[config.mk]
export PLATFORM = sky130hd
export DESIGN_NAME = ar_xbar_flat
export DESIGN_NICKNAME = d
export VERILOG_FILES = /design/src/rtl/ar_xbar_pkg.sv /design/src/rtl/ar_xbar_if.sv /design/src/rtl/ar_xbar_arb.sv /design/src/rtl/ar_xbar.sv /design/src/flat_wrapper.sv
export SDC_FILE = /design/constraint.sdc
export NUM_CORES = 1
export LEC_CHECK = 0
export BUFFER_PORTS_ARGS = -buffer_cell sky130_fd_sc_hd__buf_2
export CAP_MARGIN = 20
export CORE_ASPECT_RATIO = 1.5
export CORE_MARGIN = 1
export CORE_UTILIZATION = 43
export DETAILED_ROUTE_END_ITERATION = 10
export PLACE_DENSITY = 0.8
export SETUP_SLACK_MARGIN = 0.02
export SYNTH_ARGS = -nofsm -noshare
export SYNTH_HDL_FRONTEND = slang
export SYNTH_SLANG_ARGS = --single-unit
[constraint.sdc]
create_clock -name clk -period 1.5 [get_ports clk]
set_input_delay 0.3 -clock clk [delete_from_list [all_inputs] [get_ports clk]]
set_output_delay 0.3 -clock clk [all_outputs]
set_load 0.02 [all_outputs]
[src/rtl/ar_xbar_pkg.sv]
// Shared types, default widths/address map and the slave decode helper for the AR crossbar.
package axi_xbar_pkg;

    typedef enum logic {EMPTY = 1'b0, HOLD = 1'b1} ar_state_e;

    localparam int DEF_NUM_MASTERS = 2;
    localparam int DEF_NUM_SLAVES  = 3;
    localparam int DEF_ID_BITS     = 4;
    localparam int DEF_MID_BITS    = 4;
    localparam int DEF_ADDR_BITS   = 32;
    localparam int DEF_LEN_BITS    = 4;
    localparam int DEF_SIZE_BITS   = 3;
    localparam int BURST_BITS      = 2;

    // Slave s occupies slice s: slave 0 at 0x0000_0000, slave 2 at 0x0002_0000.
    localparam logic [DEF_NUM_SLAVES*DEF_ADDR_BITS-1:0] DEF_SLV_BASE =
        {32'h0002_0000, 32'h0001_0000, 32'h0000_0000};
    localparam logic [DEF_NUM_SLAVES*DEF_ADDR_BITS-1:0] DEF_SLV_MASK = {3{32'hFFFF_0000}};

    // Decode tables are sized for the largest supported map; callers zero-extend.
    localparam int MAX_SLAVES    = 16;
    localparam int MAX_ADDR_BITS = 64;

    typedef logic [MAX_SLAVES-1:0][MAX_ADDR_BITS-1:0] slv_tbl_t;

    typedef struct packed {
        logic [MAX_SLAVES-1:0] onehot;
        logic                  miss;
    } dec_t;

    function automatic dec_t decode(input logic [MAX_ADDR_BITS-1:0] addr,
                                    input slv_tbl_t base,
                                    input slv_tbl_t mask,
                                    input int nslv);
        dec_t d;
        d.onehot = '0;
        d.miss   = 1'b1;
        for (int s = 0; s < MAX_SLAVES; s++) begin
            if (d.miss && (s < nslv) && ((addr & mask[s]) == base[s])) begin
                d.onehot[s] = 1'b1;
                d.miss      = 1'b0;
            end
        end
        return d;
    endfunction

endpackage

[src/rtl/ar_xbar_if.sv]
// AR channel bundle between the masters, the crossbar and the slaves.
// Default-slave handshake exists only with AXI_AR_DEFAULT_SLAVE_EN.
interface ar_xbar_if
    import axi_xbar_pkg::*;
#(
    parameter int NUM_MASTERS = DEF_NUM_MASTERS,
    parameter int NUM_SLAVES  = DEF_NUM_SLAVES,
    parameter int ID_BITS     = DEF_ID_BITS,
    parameter int MID_BITS    = DEF_MID_BITS,
    parameter int ADDR_BITS   = DEF_ADDR_BITS,
    parameter int LEN_BITS    = DEF_LEN_BITS,
    parameter int SIZE_BITS   = DEF_SIZE_BITS
);
    logic [NUM_MASTERS-1:0][ID_BITS-1:0]    ARID_M;
    logic [NUM_MASTERS-1:0][ADDR_BITS-1:0]  ARADDR_M;
    logic [NUM_MASTERS-1:0][LEN_BITS-1:0]   ARLEN_M;
    logic [NUM_MASTERS-1:0][SIZE_BITS-1:0]  ARSIZE_M;
    logic [NUM_MASTERS-1:0][BURST_BITS-1:0] ARBURST_M;
    logic [NUM_MASTERS-1:0]                 ARVALID_M;
    logic [NUM_MASTERS-1:0]                 ARREADY_M;

    logic [MID_BITS+ID_BITS-1:0]            ARID_S;
    logic [ADDR_BITS-1:0]                   ARADDR_S;
    logic [LEN_BITS-1:0]                    ARLEN_S;
    logic [SIZE_BITS-1:0]                   ARSIZE_S;
    logic [BURST_BITS-1:0]                  ARBURST_S;
    logic [NUM_SLAVES-1:0]                  ARVALID_S;
    logic [NUM_SLAVES-1:0]                  ARREADY_S;
`ifdef AXI_AR_DEFAULT_SLAVE_EN
    logic                                   ARVALID_DS;
    logic                                   ARREADY_DS;
`endif

    // Traffic side: drives master requests and slave readies.
    modport master (
`ifdef AXI_AR_DEFAULT_SLAVE_EN
        input  ARVALID_DS, output ARREADY_DS,
`endif
        output ARID_M, ARADDR_M, ARLEN_M, ARSIZE_M, ARBURST_M, ARVALID_M, ARREADY_S,
        input  ARREADY_M, ARID_S, ARADDR_S, ARLEN_S, ARSIZE_S, ARBURST_S, ARVALID_S
    );

    // Crossbar side.
    modport slave (
`ifdef AXI_AR_DEFAULT_SLAVE_EN
        output ARVALID_DS, input ARREADY_DS,
`endif
        input  ARID_M, ARADDR_M, ARLEN_M, ARSIZE_M, ARBURST_M, ARVALID_M, ARREADY_S,
        output ARREADY_M, ARID_S, ARADDR_S, ARLEN_S, ARSIZE_S, ARBURST_S, ARVALID_S
    );
endinterface

[src/rtl/ar_xbar_arb.sv]
// Round-robin arbiter: search starts one past the last granted requester.
module rr_arbiter #(
    parameter  int N  = 2,
    localparam int IW = (N > 1) ? $clog2(N) : 1
) (
    input  logic          clk,
    input  logic          rst,
    input  logic [N-1:0]  req,
    input  logic          en,
    output logic [N-1:0]  grant,
    output logic [IW-1:0] grant_idx
);
    logic [IW-1:0] r_last;
    logic          w_found;

    always_comb begin
        grant     = '0;
        grant_idx = '0;
        w_found   = 1'b0;
        for (int k = 1; k <= N; k++) begin
            if (!w_found && req[(int'(r_last) + k) % N]) begin
                w_found                        = 1'b1;
                grant[(int'(r_last) + k) % N]  = 1'b1;
                grant_idx                      = IW'((int'(r_last) + k) % N);
            end
        end
    end

    // Reset to N-1 so requester 0 wins the first arbitration.
    always_ff @(posedge clk) begin
        if (!rst)              r_last <= IW'(N - 1);
        else if (en && |req)   r_last <= grant_idx;
    end
endmodule

[src/rtl/ar_xbar.sv]
// AXI AR crossbar: round-robin over masters, base/mask decode, one registered output slot.
// AXI_AR_DEFAULT_SLAVE_EN routes unmapped addresses to a separate default-slave handshake.
module ar_xbar
    import axi_xbar_pkg::*;
#(
    parameter int NUM_MASTERS = DEF_NUM_MASTERS,
    parameter int NUM_SLAVES  = DEF_NUM_SLAVES,
    parameter int ID_BITS     = DEF_ID_BITS,
    parameter int MID_BITS    = DEF_MID_BITS,
    parameter int ADDR_BITS   = DEF_ADDR_BITS,
    parameter int LEN_BITS    = DEF_LEN_BITS,
    parameter int SIZE_BITS   = DEF_SIZE_BITS,
    parameter logic [NUM_SLAVES*ADDR_BITS-1:0] SLV_BASE = DEF_SLV_BASE,
    parameter logic [NUM_SLAVES*ADDR_BITS-1:0] SLV_MASK = DEF_SLV_MASK
) (
    input  logic     clk,
    input  logic     rst,
    ar_xbar_if.slave bus
);
    localparam int IW = (NUM_MASTERS > 1) ? $clog2(NUM_MASTERS) : 1;

    ar_state_e                   r_state;
    logic [NUM_SLAVES-1:0]       r_sel;
    logic [MID_BITS+ID_BITS-1:0] r_id;
    logic [ADDR_BITS-1:0]        r_addr;
    logic [LEN_BITS-1:0]         r_len;
    logic [SIZE_BITS-1:0]        r_size;
    logic [BURST_BITS-1:0]       r_burst;

    logic                        w_slave_hs;
    logic                        w_acc;
    logic                        w_en;
    logic [NUM_MASTERS-1:0]      w_grant;
    logic [IW-1:0]               w_gidx;
    slv_tbl_t                    w_base;
    slv_tbl_t                    w_mask;
    dec_t                        w_dec;
    logic [NUM_SLAVES-1:0]       w_route;

`ifdef AXI_AR_DEFAULT_SLAVE_EN
    logic                        r_ds;
    assign w_slave_hs = (r_state == HOLD) && ((|(r_sel & bus.ARREADY_S)) || (r_ds && bus.ARREADY_DS));
    assign bus.ARVALID_DS = r_ds;
`else
    assign w_slave_hs = (r_state == HOLD) && (|(r_sel & bus.ARREADY_S));
`endif

    assign w_acc = (r_state == EMPTY) || w_slave_hs;
    assign w_en  = rst && w_acc;

    rr_arbiter #(.N(NUM_MASTERS)) u_arb (
        .clk       (clk),
        .rst       (rst),
        .req       (bus.ARVALID_M),
        .en        (w_en),
        .grant     (w_grant),
        .grant_idx (w_gidx)
    );

    // Ready is a function of valids and the slave handshake only, never of the address.
    assign bus.ARREADY_M = w_en ? w_grant : '0;

    always_comb begin
        w_base = '0;
        w_mask = '0;
        for (int s = 0; s < NUM_SLAVES; s++) begin
            w_base[s] = MAX_ADDR_BITS'(SLV_BASE[s*ADDR_BITS +: ADDR_BITS]);
            w_mask[s] = MAX_ADDR_BITS'(SLV_MASK[s*ADDR_BITS +: ADDR_BITS]);
        end
    end

    assign w_dec = decode(MAX_ADDR_BITS'(bus.ARADDR_M[w_gidx]), w_base, w_mask, NUM_SLAVES);

    generate
        if (NUM_SLAVES < MAX_SLAVES) begin : g_unused
            logic w_unused_dec;
            assign w_unused_dec = ^w_dec.onehot[MAX_SLAVES-1:NUM_SLAVES];
        end
    endgenerate

    always_comb begin
        w_route = w_dec.onehot[NUM_SLAVES-1:0];
`ifndef AXI_AR_DEFAULT_SLAVE_EN
        if (w_dec.miss) begin
            w_route                 = '0;
            w_route[NUM_SLAVES-1]   = 1'b1;
        end
`endif
    end

    always_ff @(posedge clk) begin
        if (!rst) begin
            r_state <= EMPTY;
            r_sel   <= '0;
            r_id    <= '0;
            r_addr  <= '0;
            r_len   <= '0;
            r_size  <= '0;
            r_burst <= '0;
`ifdef AXI_AR_DEFAULT_SLAVE_EN
            r_ds    <= 1'b0;
`endif
        end else if (w_acc) begin
            if (|bus.ARVALID_M) begin
                r_state <= HOLD;
                r_sel   <= w_route;
                r_id    <= {MID_BITS'(w_gidx), bus.ARID_M[w_gidx]};
                r_addr  <= bus.ARADDR_M[w_gidx];
                r_len   <= bus.ARLEN_M[w_gidx];
                r_size  <= bus.ARSIZE_M[w_gidx];
                r_burst <= bus.ARBURST_M[w_gidx];
`ifdef AXI_AR_DEFAULT_SLAVE_EN
                r_ds    <= w_dec.miss;
`endif
            end else begin
                r_state <= EMPTY;
                r_sel   <= '0;
`ifdef AXI_AR_DEFAULT_SLAVE_EN
                r_ds    <= 1'b0;
`endif
            end
        end
    end

    // r_sel is cleared whenever the slot empties, so it doubles as the valid vector.
    assign bus.ARVALID_S = r_sel;
    assign bus.ARID_S    = r_id;
    assign bus.ARADDR_S  = r_addr;
    assign bus.ARLEN_S   = r_len;
    assign bus.ARSIZE_S  = r_size;
    assign bus.ARBURST_S = r_burst;
endmodule

[src/flat_wrapper.sv]
// flat-port wrapper written by rule: the top's interface ports become plain ports
module ar_xbar_flat import axi_xbar_pkg::*;
#(
    parameter int NUM_MASTERS = DEF_NUM_MASTERS,
    parameter int NUM_SLAVES  = DEF_NUM_SLAVES,
    parameter int ID_BITS     = DEF_ID_BITS,
    parameter int MID_BITS    = DEF_MID_BITS,
    parameter int ADDR_BITS   = DEF_ADDR_BITS,
    parameter int LEN_BITS    = DEF_LEN_BITS,
    parameter int SIZE_BITS   = DEF_SIZE_BITS,
    parameter logic [NUM_SLAVES*ADDR_BITS-1:0] SLV_BASE = DEF_SLV_BASE,
    parameter logic [NUM_SLAVES*ADDR_BITS-1:0] SLV_MASK = DEF_SLV_MASK
)
  (clk, rst, bus_ARID_M, bus_ARADDR_M, bus_ARLEN_M, bus_ARSIZE_M, bus_ARBURST_M, bus_ARVALID_M, bus_ARREADY_S, bus_ARREADY_M, bus_ARID_S, bus_ARADDR_S, bus_ARLEN_S, bus_ARSIZE_S, bus_ARBURST_S, bus_ARVALID_S);
  ar_xbar_if #(.NUM_MASTERS(NUM_MASTERS), .NUM_SLAVES(NUM_SLAVES), .ID_BITS(ID_BITS), .MID_BITS(MID_BITS), .ADDR_BITS(ADDR_BITS), .LEN_BITS(LEN_BITS), .SIZE_BITS(SIZE_BITS)) bus_i ();
  input  logic clk;
  input  logic rst;
  input wire logic [$bits(bus_i.ARID_M)-1:0] bus_ARID_M;
  input wire logic [$bits(bus_i.ARADDR_M)-1:0] bus_ARADDR_M;
  input wire logic [$bits(bus_i.ARLEN_M)-1:0] bus_ARLEN_M;
  input wire logic [$bits(bus_i.ARSIZE_M)-1:0] bus_ARSIZE_M;
  input wire logic [$bits(bus_i.ARBURST_M)-1:0] bus_ARBURST_M;
  input wire logic [$bits(bus_i.ARVALID_M)-1:0] bus_ARVALID_M;
  input wire logic [$bits(bus_i.ARREADY_S)-1:0] bus_ARREADY_S;
  output wire logic [$bits(bus_i.ARREADY_M)-1:0] bus_ARREADY_M;
  output wire logic [$bits(bus_i.ARID_S)-1:0] bus_ARID_S;
  output wire logic [$bits(bus_i.ARADDR_S)-1:0] bus_ARADDR_S;
  output wire logic [$bits(bus_i.ARLEN_S)-1:0] bus_ARLEN_S;
  output wire logic [$bits(bus_i.ARSIZE_S)-1:0] bus_ARSIZE_S;
  output wire logic [$bits(bus_i.ARBURST_S)-1:0] bus_ARBURST_S;
  output wire logic [$bits(bus_i.ARVALID_S)-1:0] bus_ARVALID_S;
  assign bus_i.ARID_M = bus_ARID_M;
  assign bus_i.ARADDR_M = bus_ARADDR_M;
  assign bus_i.ARLEN_M = bus_ARLEN_M;
  assign bus_i.ARSIZE_M = bus_ARSIZE_M;
  assign bus_i.ARBURST_M = bus_ARBURST_M;
  assign bus_i.ARVALID_M = bus_ARVALID_M;
  assign bus_i.ARREADY_S = bus_ARREADY_S;
  assign bus_ARREADY_M = bus_i.ARREADY_M;
  assign bus_ARID_S = bus_i.ARID_S;
  assign bus_ARADDR_S = bus_i.ARADDR_S;
  assign bus_ARLEN_S = bus_i.ARLEN_S;
  assign bus_ARSIZE_S = bus_i.ARSIZE_S;
  assign bus_ARBURST_S = bus_i.ARBURST_S;
  assign bus_ARVALID_S = bus_i.ARVALID_S;
  ar_xbar #(.NUM_MASTERS(NUM_MASTERS), .NUM_SLAVES(NUM_SLAVES), .ID_BITS(ID_BITS), .MID_BITS(MID_BITS), .ADDR_BITS(ADDR_BITS), .LEN_BITS(LEN_BITS), .SIZE_BITS(SIZE_BITS), .SLV_BASE(SLV_BASE), .SLV_MASK(SLV_MASK)) u_core (.clk(clk), .rst(rst), .bus(bus_i));
endmodule
# Yosys cells after proc, flatten, opt, wreduce, memory -nomap -nowiden
# Index checks and enable logic that the tools add are counted.
# W data, S select, Z words.
# classes
n_addsub,2
order_cmp,5
eq_ne,2
n_mux,34
bitwise_logic,5
n_reduce_logical,14
# ops
cell,n
$logic_not A64 Y1,1
$mux W32,2
$eq A16 B1 Y1 const B,1
$eq A16 B2 Y1 const B,1
$mux W1,16
$mux W4,4
$mux W2,6
$mux W3,4
$logic_and A1 B1 Y1,8
$lt A2 B3 Y1 const B,2
$ge A2 B1 Y1 const B,2
$and A3 B3 Y3,1
$reduce_or A3 Y1,1
$add A1 B1 Y1 const B,2
$and A1 B1 Y1 const A,2
$demux W1 S1,2
$lt A1 B2 Y1 const B,1
$or A2 B2 Y2,1
$reduce_and A2 Y1,1
$reduce_or A2 Y1,1
$logic_not A1 Y1,1
$logic_or A1 B1 Y1,1
$not A1 Y1,1
# word_totals
regBits,51
input_bits,97
out_inout_bits,54
word_cells,70

# Logic depth before layout (Yosys ltp)
# Gate-level depths: netlist of the first run.
# depth
depth_word,19
depth_mapped,6
depth_no_buf,4

# Cells and area by module
# Synthesis of the first run repeated with hierarchy kept, for this count alone.
# hier_totals
hier_cells,253
area_unflattened_um2,2389.8
# modules_own_cells
mod,n_inst,cells_per_inst,area_each_um2,seq_area_each_um2
ar_xbar,1,245,2323.5,1001.0
rr_arbiter,1,8,66.3,20.0

# Worst setup path before layout of the first run
# No wires, ideal clock.
# synth_path
path_type,reg-to-output
start,reg u_core.r_sel[2] (netlist: u_core.bus.ARVALID_S[2])
end,out bus_ARREADY_M[0]
arrival_time_ns,1.262
t_required_ns,1.200
path_slack_ns,-0.062
stages_incl_launch_ff,5
n_path_buf,1
path_cell_list,dfxtp_1 a22o_1 or2_1 clkbuf_1 and4b_1
# synth_via
elab_chain_cells,6
# synth_rtl
element,line_no,source
from (decl),ar_xbar.sv:23,logic [NUM_SLAVES-1:0] r_sel;
from (signal assigned),ar_xbar.sv:106,r_sel <= w_route;
$and A3 B3 Y3,ar_xbar.sv:45,assign w_slave_hs = (r_state == HOLD) && (|(r_sel & bus.ARREADY_S));
$reduce_or A3 Y1,ar_xbar.sv:45,
$logic_and A1 B1 Y1,ar_xbar.sv:45,
$logic_or A1 B1 Y1,ar_xbar.sv:48,assign w_acc = (r_state == EMPTY) || w_slave_hs;
$logic_and A1 B1 Y1,ar_xbar.sv:49,assign w_en = rst && w_acc;
$mux W2,ar_xbar.sv:61,assign bus.ARREADY_M = w_en ? w_grant : '0;
to (decl),flat_wrapper.sv:25,output wire logic [$bits(bus_i.ARREADY_M)-1:0] bus_ARREADY_M;
# Every way passes these cells.

# Worst setup path after layout of the first run
# layout_path
start,reg u_core.r_state
end,out bus_ARREADY_M[0]
# layout_via
elab_chain_cells,4
word_cells_on_any_way,5
classes_between,mux (1); bitwise (1); reduce/logical (3)
# layout_rtl
element,line_no,source
from (decl),ar_xbar.sv:22,ar_state_e r_state;
from (signal assigned),ar_xbar.sv:93,r_state <= EMPTY;
from (signal assigned),ar_xbar.sv:105,r_state <= HOLD;
from (signal assigned),ar_xbar.sv:116,r_state <= EMPTY;
$logic_and A1 B1 Y1 / $not A1 Y1 (equally long branches),"ar_xbar.sv:45, ar_xbar.sv:48",
$logic_or A1 B1 Y1 *,ar_xbar.sv:48,
$logic_and A1 B1 Y1 *,ar_xbar.sv:49,
$mux W2 *,ar_xbar.sv:61,
# Mark *: on every way between the ends. The rest lies on a longest branch, timed or not.

==> impl_metrics.toml, run 1 <==
[status]
violations = "negative setup slack"
status = "finished with violations"

[floorplan]
io_pins = 151
die_h_um = 95.4
design.core.area_mm2 = 0.00553
initial_core_util_pct = 45.2
rows = 33
die-area_mm2 = 0.00613
die_w_um = 64.3

[logic_synthesis]
synth_ff_type = "dfxtp_1"
synth_cell_types = 32
yosysWarningCount = 0
synth_area_mm2 = 0.00250
synth_edf_count = 0
synth_seq_cells = 51
async_flop_share_pct = 0
syn_area_per_cell_um2 = 10.0
synthCells = 250
synth-seq-area-share_pct = 40.8

[global_routing]
antenna_found_initial = 0
grt_use_total_pct = 20.1
grt_max_degree = 43
grt_pass1_vias = 2250
grt-ovfl-total = 0
grt_pass1_wl_um = 9580

[route]
via_per_inst = 5.36
first_pass_iters = 4
met3WireLength_um = 390
wl_um = 6970
drtAntennaViolNets = 0
via_count = 2594
route.met2.wl_um = 3740
drt-met1-wl_um = 2690
top_layer = "met4"
drtIter0Drc = 102
drc_errors = 0
wl_per_cell_um = 14.4

[critical_path]
cp.arrival_ns = 1.45
max_stage_delay_ns = 0.33
rrSetupSlack_ns = -0.05
path_max_fanout = 3
crit_chain = "a21bo_4 -> or2_4 -> and4b_2 -> buf_6"
crit_slowest_cell = "dfxtp_2"
rr_startpoint = "u_core.u_arb.r_last"
cp.required_ns = 1.20
worstSetupStartpointType = "register"
r2r_cells = 8
reg2reg_to = "u_core.bus.ARID_S[1]"
setup.worst_path.class = "register to output port"
endpoint_kind = "output port"

[pwr]
peakVddDrop_mv = 0.620
powerDensity_mw_per_mm2 = 926
p_clk_share_pct = 24.9
power_frac_seq_pct = 44.7
p_switching_w = 0.00105
p_leak_nw = 2.20
power_frac_comb_pct = 30.4
internal_power_w = 0.00241
switching_share_pct = 30.2

[placement]
portBuffers = 147
finalWeightedCongestion = 0.806
hpwl_um = 4860
pre_cts_ws_ns = -0.0524

[min_path]
hold_depth = 4
min_path_type = "input pin to register"
hold_end = "u_core.bus.ARADDR_S[9]"
hp-start = "bus_ARADDR_M[9]"

[timing]
fmax_ghz = 0.570
clock_skew_ns = 0.00439
period_share_pct = 117
setup_viol = 19
slew_viol_final = 0
rsz0062_at_grt = "yes"
hold_viol_final = 0
tns_ns = -0.848
setup_ws_ns = -0.254
fin_crit_ns = 1.75

[finish]
fin_nets = 510
drive_gt1_share_pct = 49.0
multiInputGateArea_mm2 = 0.00138
diodes = 0
regArea_mm2 = 0.00103
syn_to_final_growth_pct = 49.3
fillers = 461

[flow_run]
drv_cap = 0

[clock_network]
cts_tree = "done"
clk_pin_slew_ns = 0.09
clockBufferDepth = 2
root_buffer = "clkbuf_8"
clock_latency_ns = 0.29
h-tree-depth = 2
cts_sinks = 51
numCtsBuffers = 5
-- layout by cell type, fill, tap and decap left out, drive strengths merged, types with 3 or more instances in the layout --
cell,Yosys,routed
o21ai,3,3
nor4,6,6
a21boi,3,3
mux2i,45,45
conb,1,3
buf,18,176
o211a,45,45
nand2,46,46
clkbuf,7,10
dfxtp,51,51
-- cell families (layout without fill, tap and decap cells) --
kind of cell	count (synthesis)	in the layout	share of synthesized area, %
other	1	3	0.150
AO/OA/AOI/OAI	59	59	22.4
AND/OR/NAND/NOR	66	66	12.1
flip-flops	51	51	40.8
multiplexers	46	46	18.4
buffers and inverters	27	189	6.15
-- synth_stat cells, types with 2 or more instances --
library cell / n / area (um2)
a21boi_0: 2 / 15.0
inv_1: 2 / 7.51
and4b_1: 2 / 20.0
o21ai_0: 2 / 10.0
nor3_1: 2 / 10.0
clkbuf_1: 7 / 26.3
buf_6: 3 / 33.8
dfxtp_1: 51 / 1020
and3_1: 2 / 12.5
nand3_1: 2 / 10.0
mux2i_1: 45 / 450
buf_4: 5 / 37.5
buf_2: 9 / 45.0
o31ai_1: 2 / 15.0
nor2_1: 2 / 7.51
nor4_1: 6 / 37.5
o211a_1: 45 / 450
a21oi_1: 2 / 10.0
nand2_1: 46 / 173
-- metrics by stage --
stage | hold slack (ns) | instance area [um2] | total power [W] | cells | utilization (%)
floorplan | 0.485 | 2520 | 0.00215 | 252 | -
finish | 0.339 | 3740 | 0.00346 | 484 | 67.5
global route | 0.335 | 3740 | 0.00365 | 484 | 67.5
detailed placement | 0.471 | 3370 | 0.00252 | 459 | 60.9
global placement | 0.466 | 3370 | 0.00250 | 459 | 60.9
CTS | 0.336 | 3510 | 0.00339 | 470 | 63.4
-- state kept, by name, summed over array words and instances, names as in the netlist --
name                  count
u_core.bus.ARBURST_S      2
u_core.bus.ARLEN_S        4
u_core.bus.ARSIZE_S       3
u_core.u_arb.r_last       1
u_core.bus.ARID_S         5
u_core.bus.ARVALID_S      3
u_core.r_state            1
u_core.bus.ARADDR_S      32
-- power groups by stage --
stage                     clock, W  combinational [W]  sequential (W)
after floorplan                  0           0.000416         0.00173
after global placement           0           0.000928         0.00157
after detailed placement         0           0.000945         0.00158
after CTS                 0.000886           0.000957         0.00155
after global routing      0.000952            0.00113         0.00156
final                     0.000860            0.00105         0.00155
-- metal layers --
metal	vias up	global-route usage (%)
met5	-	0
met4	0	11.7
met3	12	3.59
met2	102	36.8
met1	1245	21.2
li1	1235	-
-- what timing repair did --
action                                  CTS  global route
pin swaps                                 4            21
gates cloned                              0             3
setup buffers                             3            11
hold buffers                              0             0
endpoints found under the setup margin    2            32
endpoints found under the hold margin     0             0
resized for setup                         4            19
-- how the worst max path moves through the flow --
stage / to / cells after the start / start / slack (ns)
after detailed placement: bus_ARREADY_M[0] / 5 / bus_ARREADY_S[0] / -0.05
after CTS: bus_ARREADY_M[0] / 4 / u_core.bus.ARVALID_S[0] / -0.27
after floorplan: bus_ARREADY_M[0] / 4 / u_core.bus.ARVALID_S[0] / 0.03
after global placement: bus_ARREADY_M[0] / 5 / bus_ARREADY_S[0] / -0.04
after global routing: bus_ARREADY_M[0] / 4 / u_core.r_state / -0.29
final: bus_ARREADY_M[0] / 4 / u_core.r_state / -0.25
-- layout make-up --
type                       count  area share (%)
tap                           70            2.34
multi-input combinational    174            36.9
clock buffer                   7            2.58
inverter                       2           0.201
sequential                    51            27.6
timing repair buffer         179            30.2
clock inverter                 1           0.201
-- critical path, delay by kind of cell, from the launching register on --
family | cells | cell delay (ns)
buf+inv | 1 | 0.13
simple gates | 2 | 0.49
flops | 1 | 0.33
compound gates | 1 | 0.22
Power figures use the tool's default switching activity.
==> run 2, diff against run 1 <==
--- a/config.mk
+++ b/config.mk
@@ -5,13 +5,16 @@
 export SDC_FILE = /design/constraint.sdc
 export NUM_CORES = 1
 export LEC_CHECK = 0
+export ABC_AREA = 1
 export BUFFER_PORTS_ARGS = -buffer_cell sky130_fd_sc_hd__buf_2
 export CAP_MARGIN = 20
+export CELL_PAD_IN_SITES_DETAIL_PLACEMENT = 0
+export CELL_PAD_IN_SITES_GLOBAL_PLACEMENT = 1
 export CORE_ASPECT_RATIO = 1.5
 export CORE_MARGIN = 1
-export CORE_UTILIZATION = 43
+export CORE_UTILIZATION = 28
 export DETAILED_ROUTE_END_ITERATION = 10
-export PLACE_DENSITY = 0.8
+export PLACE_DENSITY_LB_ADDON = 0.1
 export SETUP_SLACK_MARGIN = 0.02
 export SYNTH_ARGS = -nofsm -noshare
 export SYNTH_HDL_FRONTEND = slang
==> impl_metrics.toml, run 2 <==
[global_routing]
antenna_found_initial = 0
grt_pass1_wl_um = 12500
grt_pass1_vias = 2715
grt_max_degree = 31
grt-ovfl-total = 0
grt_use_total_pct = 17.9

[timing]
slew_viol_final = 0
fin_hold_ws_ns = 0.245
setup_viol = 7
setup_ws_ns = -0.0525
fin_crit_ns = 1.55
tns_ns = -0.145
fmax_ghz = 0.644
clock_skew_ns = 0.00695
rsz0062_at_grt = "yes"
hold_viol_final = 0
period_share_pct = 104

[pwr]
power_frac_comb_pct = 29.3
peakVddDrop_mv = 0.701
p_clk_share_pct = 29.0
p_switching_w = 0.00115
finalPower_w = 0.00368
switching_share_pct = 31.3
p_leak_nw = 1.85
powerDensity_mw_per_mm2 = 985
internal_power_w = 0.00253
power_frac_seq_pct = 41.7

[finish]
layout_commonest_cell = "buf_2"
final_cells = 611
fillers = 915
final_area_mm2 = 0.00374
regArea_mm2 = 0.00103
multiInputGateArea_mm2 = 0.00134
largest_reg_flops = 32
fin_nets = 604
syn_to_final_growth_pct = 56.9
final_cell_mix = "buf_2 (145), nand2_1 (113), dfxtp_1 (47)"
drive_gt1_share_pct = 47.6
diodes = 0

[critical_path]
path_max_fanout = 3
crit_chain = "a22o_1 -> nor2_4 -> inv_2 -> nand3_2 -> inv_2 -> buf_6"
cp_common_cell = "inv_2"
cp.arrival_ns = 1.25
r2r_cells = 11
reg2reg_to = "u_core.bus.ARVALID_S[2]"
rr_startpoint = "u_core.u_arb.r_last"
endpoint = "bus_ARREADY_M[1]"
cp-startpoint = "u_core.bus.ARVALID_S[2]"
max_stage_delay_ns = 0.32
setup.worst_path.class = "register to output port"
rrSetupSlack_ns = -0.03
endpoint_kind = "output port"
cp.required_ns = 1.20
worstSetupStartpointType = "register"
crit_slowest_cell = "dfxtp_2"

[floorplan]
die-area_mm2 = 0.00890
rows = 40
io_pins = 151
design.core.area_mm2 = 0.00811
die_w_um = 77.4
die_h_um = 115
initial_core_util_pct = 29.4

[clock_network]
root_buffer = "clkbuf_16"
cts_tree = "done"
clock_latency_ns = 0.29
h-tree-depth = 2
cts_sinks = 51
clk_pin_slew_ns = 0.07
numCtsBuffers = 5
clockBufferDepth = 2

[logic_synthesis]
synth_area_mm2 = 0.00238
yosys.area.top_type = "dfxtp_1"
synth_ff_type = "dfxtp_1"
synth_area_leaders = "dfxtp_1 (43%), nand2_1 (21%), a31oi_1 (7.6%)"
synthCells = 341
synth.top_cell.area_share_pct = 42.8
syn_area_per_cell_um2 = 6.99
yosysMostFrequentCell = "nand2_1"
yosysWarningCount = 0
synth_edf_count = 0
synth-seq-area-share_pct = 42.8
synth_top_cells_by_count = "nand2_1 (132), dfxtp_1 (51), a31oi_1 (29), o21ai_0 (28), nand3_1 (20)"
async_flop_share_pct = 0
synth_cell_types = 23
synth_seq_cells = 51

[route]
wl_per_cell_um = 13.2
drtIter0Drc = 102
drc_errors = 0
first_pass_iters = 4
wl_um = 8050
via_per_inst = 4.63
drtAntennaViolNets = 0
via_count = 2831

[min_path]
min_path_type = "input pin to register"

[status]
status = "finished with violations"
violations = "negative setup slack"

[placement]
portBuffers = 147
hpwl_um = 5810
dpl-instance-area_mm2 = 0.00332
finalWeightedCongestion = 0.800
placedCellCount = 590

[flow_run]
drv_cap = 0
-- run 2: cell count changes in the layout (fill, tap and decap cells not counted), sizes merged, moves of 7 or more --
cell   delta
a31oi    +29
nand3    +18
buf       +7
a21oi    +17
o21ai    +27
nand2    +94
o211a    -45
nor2     +14
mux2i    -45
-- run 2: logic make-up (layout without fill, tap and decap cells) --
kind of cell    Yosys count  count (layout)  share of synthesized area (%)
simple gates            175             177                           30.8
compound gates           80              80                           18.6
flops                    51              51                           42.8
buf+inv                  34             195                           7.61
other cells               1               3                          0.157
-- run 2: cell type report --
class                      instances  share of cell area (%)
clock buffer                       6                    3.44
inverter                           6                   0.736
multi-input combinational        260                    35.8
sequential                        51                    27.5
tap                              105                    3.51
timing repair buffer             183                    29.0
-- run 2: power by group through the flow --
stage          sequential (W)  clock [W]  combinational, W
4_1_cts               0.00154    0.00111           0.00103
3_5_place_dp          0.00156          0          0.000954
6_report              0.00154    0.00107           0.00108
5_1_grt               0.00155    0.00115           0.00118
3_3_place_gp          0.00156          0          0.000955
2_1_floorplan         0.00171          0          0.000410
-- run 2: worst max-delay path: cells and delay by family (launching register included) --
| family | cells | cell delay, ns |
|---|---|---|
| buf+inv | 3 | 0.22 |
| compound gates | 1 | 0.23 |
| flops | 1 | 0.32 |
| simple gates | 2 | 0.20 |
-- run 2: repair_timing --
item                                    CTS  global route
cloned                                    1             2
endpoints found under the hold margin     0             0
pin swaps                                16            21
buffers inserted                          9             3
hold buffers                              0             0
endpoints found under the setup margin    5            51
resized for setup                        43            33
-- run 2: per-stage QoR --
stage	worst slack [ns]	utilization [%]
finish	-0.0525	46.1
detailed placement	-0.0705	41.0
CTS	-0.120	44.5
floorplan	0.0441	-
global placement	-0.0481	41.0
global route	-0.110	46.1
-- run 2: worst min-delay path by stage --
stage                                 start                       to  slack, ns  cells after the start
finish                                  rst      u_core.u_arb.r_last       0.25                      2
global route                            rst      u_core.u_arb.r_last       0.24                      2
CTS                                     rst      u_core.u_arb.r_last       0.24                      2
detailed placement  u_core.bus.ARADDR_S[25]  u_core.bus.ARADDR_S[25]       0.45                      2
global placement    u_core.bus.ARADDR_S[24]  u_core.bus.ARADDR_S[24]       0.45                      2
floorplan                               rst  u_core.bus.ARADDR_S[16]       0.46                      2
-- run 2: per-layer routing --
metal / vias up / GRT usage [%] / part of all wire (%)
met5: - / 0 / 0
met4: 0 / 5.79 / 1.3
met3: 7 / 4.76 / 6.7
met2: 98 / 32.9 / 51
met1: 1273 / 19.9 / 41
li1: 1453 / - / -
